<file path="config.mk">
export PLATFORM = sky130hd
export DESIGN_NAME = mult_seq_ctrl
export DESIGN_NICKNAME = d
export VERILOG_FILES = /design/src/rtl/mult_seq_ctrl.sv
export SDC_FILE = /design/constraint.sdc
export NUM_CORES = 1
export LEC_CHECK = 0
export CAP_MARGIN = 0
export CORE_ASPECT_RATIO = 0.6
export CORE_MARGIN = 1.5
export CORE_UTILIZATION = 25
export CTS_CLUSTER_SIZE = 24
export DETAILED_ROUTE_END_ITERATION = 10
export GPL_ROUTABILITY_DRIVEN = 0
export PLACE_DENSITY = 0.57
export SYNTH_ARGS = -nofsm -noshare
export SYNTH_HDL_FRONTEND = slang
export SYNTH_SLANG_ARGS = --single-unit
</file>
<file path="constraint.sdc">
create_clock -name clk -period 2.4 [get_ports clk]
set_clock_uncertainty 0.15 [all_clocks]
set_input_delay 0.48 -clock clk [delete_from_list [all_inputs] [get_ports clk]]
set_output_delay 0.48 -clock clk [all_outputs]
set_load 0.02 [all_outputs]
</file>
<file path="src/rtl/mult_seq_ctrl.sv">
// mult_seq_ctrl -- sequential shift-and-add multiplier controller.
//
// This block drives an external WIDTH-bit ripple-carry adder. The adder's
// carry-in is tied to 0. One adder step runs per CALC cycle, so a full
// multiply takes WIDTH CALC cycles.
//
// Optional feature: MULT_SEQ_EARLY_EXIT_EN
//   When this macro is defined, CALC ends as soon as the unprocessed
//   multiplier bits are all zero. The product is the same either way;
//   only the latency changes.
//
// Ports
//   clk      : clock; all state changes on the rising edge
//   rst_n    : synchronous active-low reset
//   start    : one-cycle multiply request, accepted only in IDLE
//   a, b     : multiplicand / multiplier, captured on accept
//   add_a    : adder operand A (acc_hi during CALC, else 0)
//   add_b    : adder operand B (mcand when the current multiplier bit is 1, else 0)
//   add_s    : adder sum
//   add_co   : adder carry-out
//   busy     : high in CALC and DONE
//   done     : one-cycle pulse when product is valid
//   product  : 2*WIDTH-bit result, held until the next load
//
// state | meaning
// IDLE  | waiting for start
// CALC  | one shift-and-add step per cycle
// DONE  | product valid, done=1 for one cycle
module mult_seq_ctrl #(
  parameter int WIDTH = 4
) (
  input  logic               clk,
  input  logic               rst_n,
  input  logic               start,
  input  logic [WIDTH-1:0]   a,
  input  logic [WIDTH-1:0]   b,
  output logic [WIDTH-1:0]   add_a,
  output logic [WIDTH-1:0]   add_b,
  input  logic [WIDTH-1:0]   add_s,
  input  logic               add_co,
  output logic               busy,
  output logic               done,
  output logic [2*WIDTH-1:0] product
);

  localparam int CNT_W = $clog2(WIDTH + 1);
  localparam logic [CNT_W-1:0] CNT_INIT = CNT_W'(WIDTH);
  localparam logic [CNT_W-1:0] CNT_ONE  = CNT_W'(1);

  localparam logic [1:0] S_IDLE = 2'd0;
  localparam logic [1:0] S_CALC = 2'd1;
  localparam logic [1:0] S_DONE = 2'd2;

  logic [1:0]         state;
  logic [WIDTH-1:0]   mcand;
  logic [WIDTH-1:0]   acc_hi;
  logic [WIDTH-1:0]   acc_lo;
  logic [CNT_W-1:0]   count;
  logic [2*WIDTH-1:0] acc_next;
  logic [2*WIDTH-1:0] fin_val;
  logic               calc_exit;

  assign add_a = (state == S_CALC) ? acc_hi : '0;
  assign add_b = ((state == S_CALC) && acc_lo[0]) ? mcand : '0;

  // The carry becomes the new top bit. acc_lo shifts out the multiplier
  // bit it has just used.
  assign acc_next = {add_co, add_s, acc_lo[WIDTH-1:1]};

`ifdef MULT_SEQ_EARLY_EXIT_EN
  // acc_lo[count-1:0] holds the multiplier bits not yet consumed, and bit 0
  // is consumed this cycle. If the remaining bits are all zero, the rest of
  // the steps would only shift. We apply that shift in one go instead.
  logic rem_zero;

  always_comb begin
    rem_zero = 1'b1;
    for (int i = 1; i < WIDTH; i++) begin
      if ((i < int'(count)) && acc_lo[i]) rem_zero = 1'b0;
    end
  end

  assign calc_exit = (count == CNT_ONE) || rem_zero;
  assign fin_val   = acc_next >> (count - CNT_ONE);
`else
  assign calc_exit = (count == CNT_ONE);
  assign fin_val   = acc_next;
`endif

  always_ff @(posedge clk) begin
    if (!rst_n) begin
      state   <= S_IDLE;
      mcand   <= '0;
      acc_hi  <= '0;
      acc_lo  <= '0;
      count   <= '0;
      product <= '0;
    end else begin
      case (state)
        S_IDLE: begin
          if (start) begin
            mcand  <= a;
            acc_hi <= '0;
            acc_lo <= b;
            count  <= CNT_INIT;
            state  <= S_CALC;
          end
        end
        S_CALC: begin
          {acc_hi, acc_lo} <= acc_next;
          count            <= count - CNT_ONE;
          if (calc_exit) begin
            product <= fin_val;
            state   <= S_DONE;
          end
        end
        S_DONE:  state <= S_IDLE;
        default: state <= S_IDLE;
      endcase
    end
  end

  assign busy = (state == S_CALC) || (state == S_DONE);
  assign done = (state == S_DONE);

endmodule

</file>
# Word-level counts from Yosys, hierarchy flattened
# Index checks and enable logic that the tools add are counted.
# W data, S select, Z words.
[word_totals] ff_bits=25 in_bits=16 output_inout_bits=18
[op_classes] add_sub_neg=1 mux=11 reduce_logical=8 n_eq_ne=5
[ops] op="$mux W4" count=4
[ops] op="$pmux W4 S2" count=2
[ops] op="$reduce_and A2 Y1" count=4
[ops] op="$pmux W3 S2" count=1
[ops] op="$mux W2" count=2
[ops] op="$ne A2 B2 Y1 const B" count=2
[ops] op="$pmux W2 S2" count=1
[ops] op="$eq A3 B1 Y1 const B" count=1
[ops] op="$mux W3" count=1
[ops] op="$sub A3 B1 Y3 const B" count=1
[ops] op="$eq A2 B1 Y1 const B" count=1
[ops] op="$eq A2 B2 Y1 const B" count=1
[ops] op="$logic_not A2 Y1" count=1
[ops] op="$reduce_bool A2 Y1" count=1
[ops] op="$logic_and A1 B1 Y1" count=1
[ops] op="$logic_or A1 B1 Y1" count=1

# Longest topological paths before layout
# Gate-level depths: netlist of the first run.
[logic_depth] word_depth=3 depth_mapped=7 mapped_depth_nobuf=5

# Least setup slack after synthesis of the first run
# Ideal clock, no wire load.
[synth_path] path_type="register to output" from="register state[1]" to="output add_b[0]" arrival_time_ns=1.109 path_slack_ns=0.661 path_stages_with_launch=6 required_ns=1.770 path_cell_list="dfxtp_1 > inv_1 > ha_1 > buf_6 > buf_2 > and3_1"
[synth_between] elab_chain_cells=3
[synth_lines] element="start: declaration" line="54" source="logic [1:0] state;"
[synth_lines] element="start signal: assignment" line="92" source="state <= S_IDLE;"
[synth_lines] element="start signal: assignment" line="106" source="state <= S_CALC;"
[synth_lines] element="start signal: assignment" line="114" source="state <= S_DONE;"
[synth_lines] element="$eq A2 B1 Y1" line="64" source="assign add_b = ((state == S_CALC) && acc_lo[0]) ? mcand : '0;"
[synth_lines] element="$logic_and A1 B1 Y1" line="64"
[synth_lines] element="$mux W4" line="64"
[synth_lines] element="end: declaration" line="38" source="output logic [WIDTH-1:0] add_b,"
# No other way between the ends.

# Final worst setup path of the first run
# Ends and elaborated chain as after synthesis.

==> impl_metrics.ini, run 1 <==
[status]
status = finished clean

[worst_setup_path]
rrSetupSlack_ns = 0.53
critPathKind = flip-flop to output pin
cp-end-kind = output pin
crit_fanout = 5
arrival_ns = 1.70
start_kind = flip-flop
slowest_stage = clkdlybuf4s50_1
cpPeakStageDelay_ns = 0.59
path_cells = inv_1 -> ha_2 -> and3_1 -> clkdlybuf4s50_1
required_ns = 1.77
r2r_start = state[1]$_SDFFE_PN0P_
worstRegToRegCells = 6
r2r_end = product[6]$_SDFFE_PN0P_

[final_layout]
n_antenna_cell = 0
nNetsFinal = 186
drive_gt1_share_pct = 5.52
synthToLayoutAreaGrowth_pct = 35.8
stdcell_count = 226

[run]
cap_viol_max_count = 0

[timing]
hold_viol = 0
finalCriticalPeriod_ns = 2.33
slew_violations = 0
whs_ns = 0.313
final-setup-viol-count = 0
max_slew_margin_pct = 61.8
rsz0062_at_grt = yes
max_freq_ghz = 0.430
worstMarginPinSlew_ns = 0.571
post-route-period-util_pct = 96.9

[hold_path]
hold_path.class = flip-flop to flip-flop
hold_end = acc_hi[3]$_SDFFE_PN0P_
hold_path_depth = 2
worstHoldStart = acc_hi[3]$_SDFFE_PN0P_

[synthesis]
yosys_warnings = 0
synth_top_area_share_pct = 40.4
yosysSeqAreaShare_pct = 40.4
avgSynthCellArea_um2 = 9.45
yosys.cell_types.count = 27
syn-cell-area_um2 = 1240
syn_nets = 153
yosysTopAreaCell = dfxtp_1
syn_inst = 131
synthTopCellsByArea = dfxtp_1 40%, mux2i_1 11%, ha_1 6.1%
ys_ff_latch = 25

[floorplan]
io_pins = 34
core_um2 = 4660
die_x_um = 93.8
die_height_um = 57.5
start_util_pct = 26.6
fp.dieArea_um2 = 5390
core.rowCount = 19

[grt]
grt_pass1_vias = 965
grt_max_degree = 19
antenna_found_initial = 0
grt-ovfl-total = 0
grt_pass1_wl_um = 4560
track_usage_pct = 11.0

[drt]
wl_met1_um = 1460
vias_per_cell = 4.51
drt_drc_violations_left = 0
routed.top_layer = met3
drtIter0Drc = 32
drt_first_pass_iters = 4
wl_met2_um = 1170
route.met3.wl_um = 201
routedWlPerCell_um = 12.6
routed_wl_um = 2840
postRouteAntennaNets = 0
via_count = 1019

[clock_network]
cts_tree = built
cts_resized = 0
numClockSinks = 25
cts-root-buf = clkbuf_8
ctsHoldBuffers = 0
cts_buffers = 3
path_clk_slew_ns = 0.09
htreeDepth = 1
clk_latency_ns = 0.26
postCtsSetupBuffers = 0
cts.path.max_buffers = 2

[place]
hpwl_um = 2110
dp_cells = 222
numPortBuffers = 33

[power]
p_total_mw = 0.999
ir_drop_v = 0.000235
powerDensity_nw_per_um2 = 595
p_leak_nw = 0.818
==> per-stage QoR <==
stage / area, um2 / TNS (ns) / worst slack (ns) / util (%)
5_1_grt: 1680 / -0.0343 / -0.0202 / 36.1
3_3_place_gp: 1620 / 0 / 0.354 / 34.7
4_1_cts: 1660 / 0 / 0.00850 / 35.7
3_5_place_dp: 1620 / 0 / 0.320 / 34.7
6_report: 1680 / 0 / 0.0750 / 36.1
2_1_floorplan: 1240 / 0 / 0.661 / -
==> critical path: cells and delay by family (launching register included) <==
kind,cells,cell delay [ns]
buffers and inverters,2,0.69
adder cells (fa/ha/maj),1,0.24
AND/OR/NAND/NOR,1,0.17
flip-flops,1,0.33
==> layout by cell type, fill, tap and decap left out, types with 2 or more instances in the layout <==
master | Yosys | layout
a21boi_0 | 9 | 9
a21oi_1 | 2 | 2
and2_1 | 4 | 4
and3_1 | 4 | 4
buf_4 | 2 | 4
clkbuf_8 | 0 | 3
clkdlybuf4s50_1 | 0 | 27
dfxtp_1 | 25 | 25
dlymetal6s2s_1 | 0 | 6
ha_1 | 6 | 5
inv_1 | 5 | 5
mux2i_1 | 14 | 14
nand2_1 | 15 | 15
nand2b_1 | 2 | 2
nand3_1 | 9 | 9
nor2_1 | 2 | 2
nor2b_1 | 10 | 10
o211a_1 | 5 | 5
o21ai_0 | 2 | 2
==> sequential cells by signal, summed over array words and instances (netlist names) <==
register  flops
state         2
mcand         4
acc_lo        4
count         3
product       8
acc_hi        4
==> layout make-up <==
cell class,count,area (um2)
fill,505,2980
clock buffer,4,45.0
inverter,5,18.8
multi-input combinational,92,662
tap,63,78.8
sequential,25,500
timing repair buffer,37,375
==> cell usage after synthesis <==
cell type and number:
nand2_1 15, a21boi_0 9, nand3b_1 1, mux2i_1 14, mux2_4 1, a21oi_1 2, and3_1 4, a21o_1 1
nor2_1 2, o211a_1 5, buf_4 2, a221oi_1 1, inv_1 5, buf_2 2, nand3_1 9, a32oi_1 1
and2_1 4, a21boi_1 1, o21ai_0 2, dfxtp_1 25, nand2b_1 2, a211o_1 1, buf_6 2, xnor2_1 1
clkbuf_1 3, nor2b_1 10, ha_1 6
==> metal layers <==
metal / vias to the layer above / track usage, %
met5: - / 0
met4: 0 / 0.640
met3: 0 / 4.27
met2: 32 / 16.6
met1: 476 / 15.6
li1: 511 / -
==> worst max-delay path by stage <==
| stage | cells past startpoint | startpoint | slack, ns | end |
|---|---|---|---|---|
| floorplan | 5 | state[1]$_SDFFE_PN0P_ | 0.66 | add_b[0] |
| global placement | 4 | state[1]$_SDFFE_PN0P_ | 0.35 | add_b[0] |
| global route | 4 | state[1]$_SDFFE_PN0P_ | -0.02 | add_a[2] |
| detailed placement | 4 | state[1]$_SDFFE_PN0P_ | 0.32 | add_b[1] |
| CTS | 4 | state[1]$_SDFFE_PN0P_ | 0.008 | add_b[1] |
| finish | 4 | state[1]$_SDFFE_PN0P_ | 0.07 | add_b[0] |
==> report_power, final <==
group | internal [mW] | total, mW | switching (mW)
clock | 0.119 | 0.249 | 0.131
combinational | 0.131 | 0.272 | 0.140
sequential | 0.451 | 0.478 | 0.0277
==> logic make-up (layout without fill, tap and decap cells) <==
| logic type | after synthesis | after routing | synth area share [%] |
|---|---|---|---|
| multiplexers | 15 | 15 | 12.5 |
| AND/OR/NAND/NOR | 47 | 47 | 19.5 |
| buffers and inverters | 14 | 46 | 6.27 |
| adder cells (fa/ha/maj) | 6 | 6 | 6.07 |
| AO/OA/AOI/OAI | 23 | 23 | 14.5 |
| XOR/XNOR | 1 | 1 | 0.708 |
| flip-flops | 25 | 25 | 40.4 |
No activity file was read; power rests on OpenSTA's default activity.
==> inputs of run 2 (changes only) <==
==> constraint.sdc (replaced) <==
create_clock -name clk -period 3 [get_ports clk]
set_clock_uncertainty 0.15 [all_clocks]
set_input_delay 0.6 -clock clk [delete_from_list [all_inputs] [get_ports clk]]
set_output_delay 0.6 -clock clk [all_outputs]
set_load 0.02 [all_outputs]
==> run 2 against run 1 <==
  * Wire length is 2.5% lower
  * Final area is 1.9% lower
  * Clock power is 22% lower
  * Sequential cell count stayed put
  * Via count is 1.4% lower
  * Critical path type unchanged
==> impl_metrics.ini, run 2 (synthesis results as in run 1) <==
[grt]
grt_pass1_wl_um = 4530
grt_max_degree = 15
grt_pass1_vias = 996
track_usage_pct = 10.8
grt-ovfl-total = 0
antenna_found_initial = 0

[floorplan]
die_height_um = 57.5
io_pins = 34
fp.dieArea_um2 = 5390
core_um2 = 4660
die_x_um = 93.8
start_util_pct = 26.6
core.rowCount = 19

[final_layout]
final_common_cell = clkdlybuf4s50_1
drive_gt1_share_pct = 3.73
nNetsFinal = 184
largest_reg_flops = 8
n_antenna_cell = 0
synthToLayoutAreaGrowth_pct = 33.2
largest-register = product
fillers = 493
stdcell_count = 224
post-route-util_pct = 35.4
final_cell_mix = 33 x clkdlybuf4s50_1, 25 x dfxtp_1, 15 x nand2_1

[timing]
timing.final.ws_setup_ns = 0.338
whs_ns = 0.306
setup_tns_ns = 0
max_slew_margin_pct = 62.3
slew_violations = 0
worstMarginPinSlew_ns = 0.564
hold_viol = 0
finalCriticalPeriod_ns = 2.66
final-setup-viol-count = 0
max_freq_ghz = 0.376
post-route-period-util_pct = 88.7
rsz0062_at_grt = no

[hold_path]
hold_end = acc_hi[3]$_SDFFE_PN0P_
worstHoldStart = acc_hi[3]$_SDFFE_PN0P_
hold_path.class = flip-flop to flip-flop
hold_path_depth = 2

[clock_network]
cts-root-buf = clkbuf_8
numClockSinks = 25
cts_resized = 0
cts.path.max_buffers = 2
path_clk_slew_ns = 0.08
htreeDepth = 1
cts_buffers = 3
cts_tree = built
postCtsSetupBuffers = 0
ctsHoldBuffers = 0
clk_latency_ns = 0.26

[power]
p_leak_nw = 0.697
ir_drop_v = 0.000221
powerDensity_nw_per_um2 = 479

[worst_setup_path]
r2r_end = product[4]$_SDFFE_PN0P_
crit_fanout = 14
r2r_start = state[1]$_SDFFE_PN0P_
required_ns = 2.25
worstRegToRegCells = 5
critPathKind = flip-flop to output pin
cp-end-kind = output pin
start_kind = flip-flop
arrival_ns = 1.91
rrSetupSlack_ns = 1.02

[place]
dp_cells = 220
numPortBuffers = 33
hpwl_um = 2130
pre_cts_ws_ns = 0.625

[drt]
drtIter0Drc = 60
via_count = 1005
routed_wl_um = 2770
drt_first_pass_iters = 4
drt_drc_violations_left = 0
vias_per_cell = 4.49
postRouteAntennaNets = 0
routedWlPerCell_um = 12.3

[run]
cap_viol_max_count = 0

[status]
status = finished clean
[run 2: critical path, stage by stage (launching register included)]
cell and delay (ns):
dfxtp_1 0.33, inv_1 0.10, ha_1 0.42, and2_1 0.19, clkdlybuf4s50_1 0.60
[run 2: layer usage]
layer | track usage [%] | vias up | share of wire, %
met4 | 1.28 | 0 | 0
met3 | 3.73 | 0 | 6.2
met5 | 0 | - | 0
met1 | 14.9 | 466 | 51
li1 | - | 508 | -
met2 | 16.8 | 31 | 43
[run 2: final cells by class]
cell class                      count  area, um2  area share [%]
Timing Repair Buffer               35        345            21.0
Multi-Input combinational cell     92        659            40.0
Tap cell                           63       78.8            4.78
Sequential cell                    25        500            30.4
Clock buffer                        4       45.0            2.73
Inverter                            5       18.8            1.14
[run 2: per-stage QoR]
step,power [mW],area [um2]
5_1_grt,0.838,1650
2_1_floorplan,0.545,1240
3_5_place_dp,0.604,1600
6_report,0.789,1650
3_3_place_gp,0.594,1600
4_1_cts,0.805,1650
[run 2: worst max-delay path by stage]
| stage | from | to | slack, ns | cells after the start |
|---|---|---|---|---|
| after floorplan | state[1]$_SDFFE_PN0P_ | add_b[0] | 1.14 | 5 |
| after detailed placement | state[1]$_SDFFE_PN0P_ | add_a[3] | 0.62 | 4 |
| after global placement | state[1]$_SDFFE_PN0P_ | add_a[3] | 0.69 | 4 |
| final | state[1]$_SDFFE_PN0P_ | add_a[3] | 0.34 | 4 |
| after CTS | state[1]$_SDFFE_PN0P_ | add_a[3] | 0.32 | 4 |
| after global routing | state[1]$_SDFFE_PN0P_ | add_a[0] | 0.19 | 4 |
[run 2: report_power, final]
group	internal (mW)	switching [mW]	leakage, nW	total (mW)
clock	0.0948	0.100	0.0228	0.195
sequential	0.361	0.0220	0.204	0.383
combinational	0.101	0.111	0.470	0.212
total	0.556	0.233	0.697	0.789
==> inputs of run 3 (changes only) <==
--- a/config.mk
+++ b/config.mk
@@ -5,14 +5,16 @@
 export SDC_FILE = /design/constraint.sdc
 export NUM_CORES = 1
 export LEC_CHECK = 0
+export ABC_AREA = 1
 export CAP_MARGIN = 0
 export CORE_ASPECT_RATIO = 0.6
 export CORE_MARGIN = 1.5
 export CORE_UTILIZATION = 25
+export CTS_BUF_LIST = sky130_fd_sc_hd__clkbuf_8
 export CTS_CLUSTER_SIZE = 24
 export DETAILED_ROUTE_END_ITERATION = 10
 export GPL_ROUTABILITY_DRIVEN = 0
-export PLACE_DENSITY = 0.57
+export PLACE_DENSITY = 0.58
 export SYNTH_ARGS = -nofsm -noshare
 export SYNTH_HDL_FRONTEND = slang
 export SYNTH_SLANG_ARGS = --single-unit
==> run 3 against run 2 <==
  * Final area is 6.0% lower
  * First-iteration DRC count is 5.0% higher
  * Clock power is 6% higher
  * Via count is 2.0% higher
  * Combinational power is 23% lower
  * Register-to-register slack better by 0.04 ns
  * Core utilization is 1.2 points higher
  * Critical endpoint is now add_b[1]
  * Largest cell class is now sequential cells
  * Highest routed layer unchanged
==> impl_metrics.ini, run 3 <==
[synthesis]
synthFlopType = dfxtp_1
synthTopCellsByArea = dfxtp_1 44%, nand2_1 12%, a21oi_1 9.3%
yosysSeqAreaShare_pct = 44.2
syn_nets = 180
synth_most_common_cell = nand2_1
synth_top_area_share_pct = 44.2
syn_inst = 158
syn-cell-area_um2 = 1130
yosysTopAreaCell = dfxtp_1
async_reset_ff_share_pct = 0
synth_edf_count = 0
ys_ff_latch = 25
avgSynthCellArea_um2 = 7.17
yosys.cell_types.count = 14
synth_commonest_cells = 35 x nand2_1, 25 x dfxtp_1, 25 x inv_1, 21 x a21oi_1, 17 x o21ai_0
yosys_warnings = 0

[grt]
grt_max_degree = 19
grt_pass1_vias = 845
track_usage_pct = 10.8
grt_pass1_wl_um = 4110
grt-ovfl-total = 0
antenna_found_initial = 0

[power]
swShare_pct = 30.0
power_frac_clock_pct = 27.7
p_leak_nw = 0.625
p_seq_share_pct = 50.1
p_switching_mw = 0.222
p_int_mw = 0.520
ir_drop_v = 0.000162
share_comb_of_total_power_pct = 22.1
powerDensity_nw_per_um2 = 479

[place]
dp_cells = 246
dpl_cell_area_um2 = 1500
numPortBuffers = 33
hpwl_um = 1840

[drt]
via_count = 1025
vias_per_cell = 4.10
routed_wl_um = 2550
postRouteAntennaNets = 0
drtIter0Drc = 63
drt_first_pass_iters = 4
drt_drc_violations_left = 0
routedWlPerCell_um = 10.2

[final_layout]
largest-register = product
final_cell_mix = 35 x nand2_1, 33 x clkdlybuf4s50_1, 25 x inv_1, 25 x dfxtp_1, 21 x a21oi_1
fin_area_um2 = 1550
stdcell_count = 250
synthToLayoutAreaGrowth_pct = 36.6
n_antenna_cell = 0
largest_reg_flops = 8
final_common_cell = nand2_1
post-route-util_pct = 36.6
nNetsFinal = 213
drive_gt1_share_pct = 3.68

[hold_path]
hold_path.class = flip-flop to flip-flop
worstHoldStart = product[5]$_SDFFE_PN0P_
hold_end = product[5]$_SDFFE_PN0P_
hold_path_depth = 2

[status]
status = finished clean

[clock_network]
cts_tree = built
cts-root-buf = clkbuf_8
htreeDepth = 1
numClockSinks = 25
cts_resized = 0
ctsHoldBuffers = 0
cts.path.max_buffers = 2
cts_buffers = 3
postCtsSetupBuffers = 0
clk_latency_ns = 0.27
path_clk_slew_ns = 0.10

[timing]
max_slew_margin_pct = 62.8
whs_ns = 0.297
rsz0062_at_grt = no
hold_viol = 0
final-setup-viol-count = 0
max_freq_ghz = 0.367
finalCriticalPeriod_ns = 2.72
worstMarginPinSlew_ns = 0.556
setup_tns_ns = 0
post-route-period-util_pct = 90.8
slew_violations = 0

[floorplan]
fp.dieArea_um2 = 4960
die_x_um = 89.9
start_util_pct = 26.8
die_height_um = 55.2
core.rowCount = 18
core_um2 = 4230
io_pins = 34

[run]
cap_viol_max_count = 0

[worst_setup_path]
arrival_ns = 1.97
r2r_end = product[1]$_SDFFE_PN0P_
worstRegToRegCells = 5
critPathKind = flip-flop to output pin
r2r_start = state[1]$_SDFFE_PN0P_
cp-end-kind = output pin
start_kind = flip-flop
required_ns = 2.25
rrSetupSlack_ns = 1.06
crit_fanout = 9
-- run 3: power by group through the flow --
stage / registers (mW) / logic (mW) / clock network (mW)
2_1_floorplan: 0.380 / 0.111 / 0
3_3_place_gp: 0.380 / 0.165 / 0
3_5_place_dp: 0.380 / 0.164 / 0
4_1_cts: 0.372 / 0.167 / 0.215
5_1_grt: 0.375 / 0.187 / 0.231
6_report: 0.372 / 0.164 / 0.206
-- run 3: through the flow --
stage | power, mW | worst slack (ns)
2_1_floorplan | 0.491 | 1.18
3_3_place_gp | 0.545 | 0.615
3_5_place_dp | 0.544 | 0.570
4_1_cts | 0.754 | 0.266
5_1_grt | 0.793 | 0.0971
6_report | 0.742 | 0.275
-- run 3: routing by layer --
layer  part of all wire, %  track usage, %  vias up
met5                     0               0        -
met4                     0           0.794        0
met3                   6.4            4.64        0
met2                    35            14.6       29
met1                    59            15.8      440
li1                      -               -      556
-- run 3: layout make-up --
type | count | area, um2
fill | 480 | 2690
sequential | 25 | 500
multi-input combinational | 102 | 497
timing repair buffer | 33 | 330
inverter | 26 | 97.6
tap | 60 | 75.1
clock buffer | 3 | 41.3
clock inverter | 1 | 7.51
-- run 3: cell families (layout without fill, tap and decap cells) --
family / count (synthesis) / after routing / synth area share (%)
AND/OR/NAND/NOR: 58 / 58 / 20.4
AO/OA/AOI/OAI: 38 / 38 / 16.8
buffers and inverters: 31 / 63 / 12.0
flip-flops: 25 / 25 / 44.2
adder cells (fa/ha/maj): 6 / 6 / 6.62
-- run 3: worst max path at each step --
stage                     endpoint  cells after the start  slack [ns]             startpoint
after floorplan           add_b[0]                      5        1.18  state[1]$_SDFFE_PN0P_
after global placement    add_b[2]                      5        0.62  state[1]$_SDFFE_PN0P_
after detailed placement  add_b[0]                      5        0.57  state[1]$_SDFFE_PN0P_
after CTS                 add_b[0]                      5        0.27  state[1]$_SDFFE_PN0P_
after global routing      add_b[0]                      5         0.1  state[1]$_SDFFE_PN0P_
final                     add_b[1]                      5        0.28  state[1]$_SDFFE_PN0P_
-- run 3: worst max-delay path, stage by stage, from the launching register on --
cell and delay [ns]:
dfxtp_1 0.33, inv_1 0.09, ha_1 0.35, nand2_1 0.18, nor2_1 0.12, clkdlybuf4s50_1 0.62
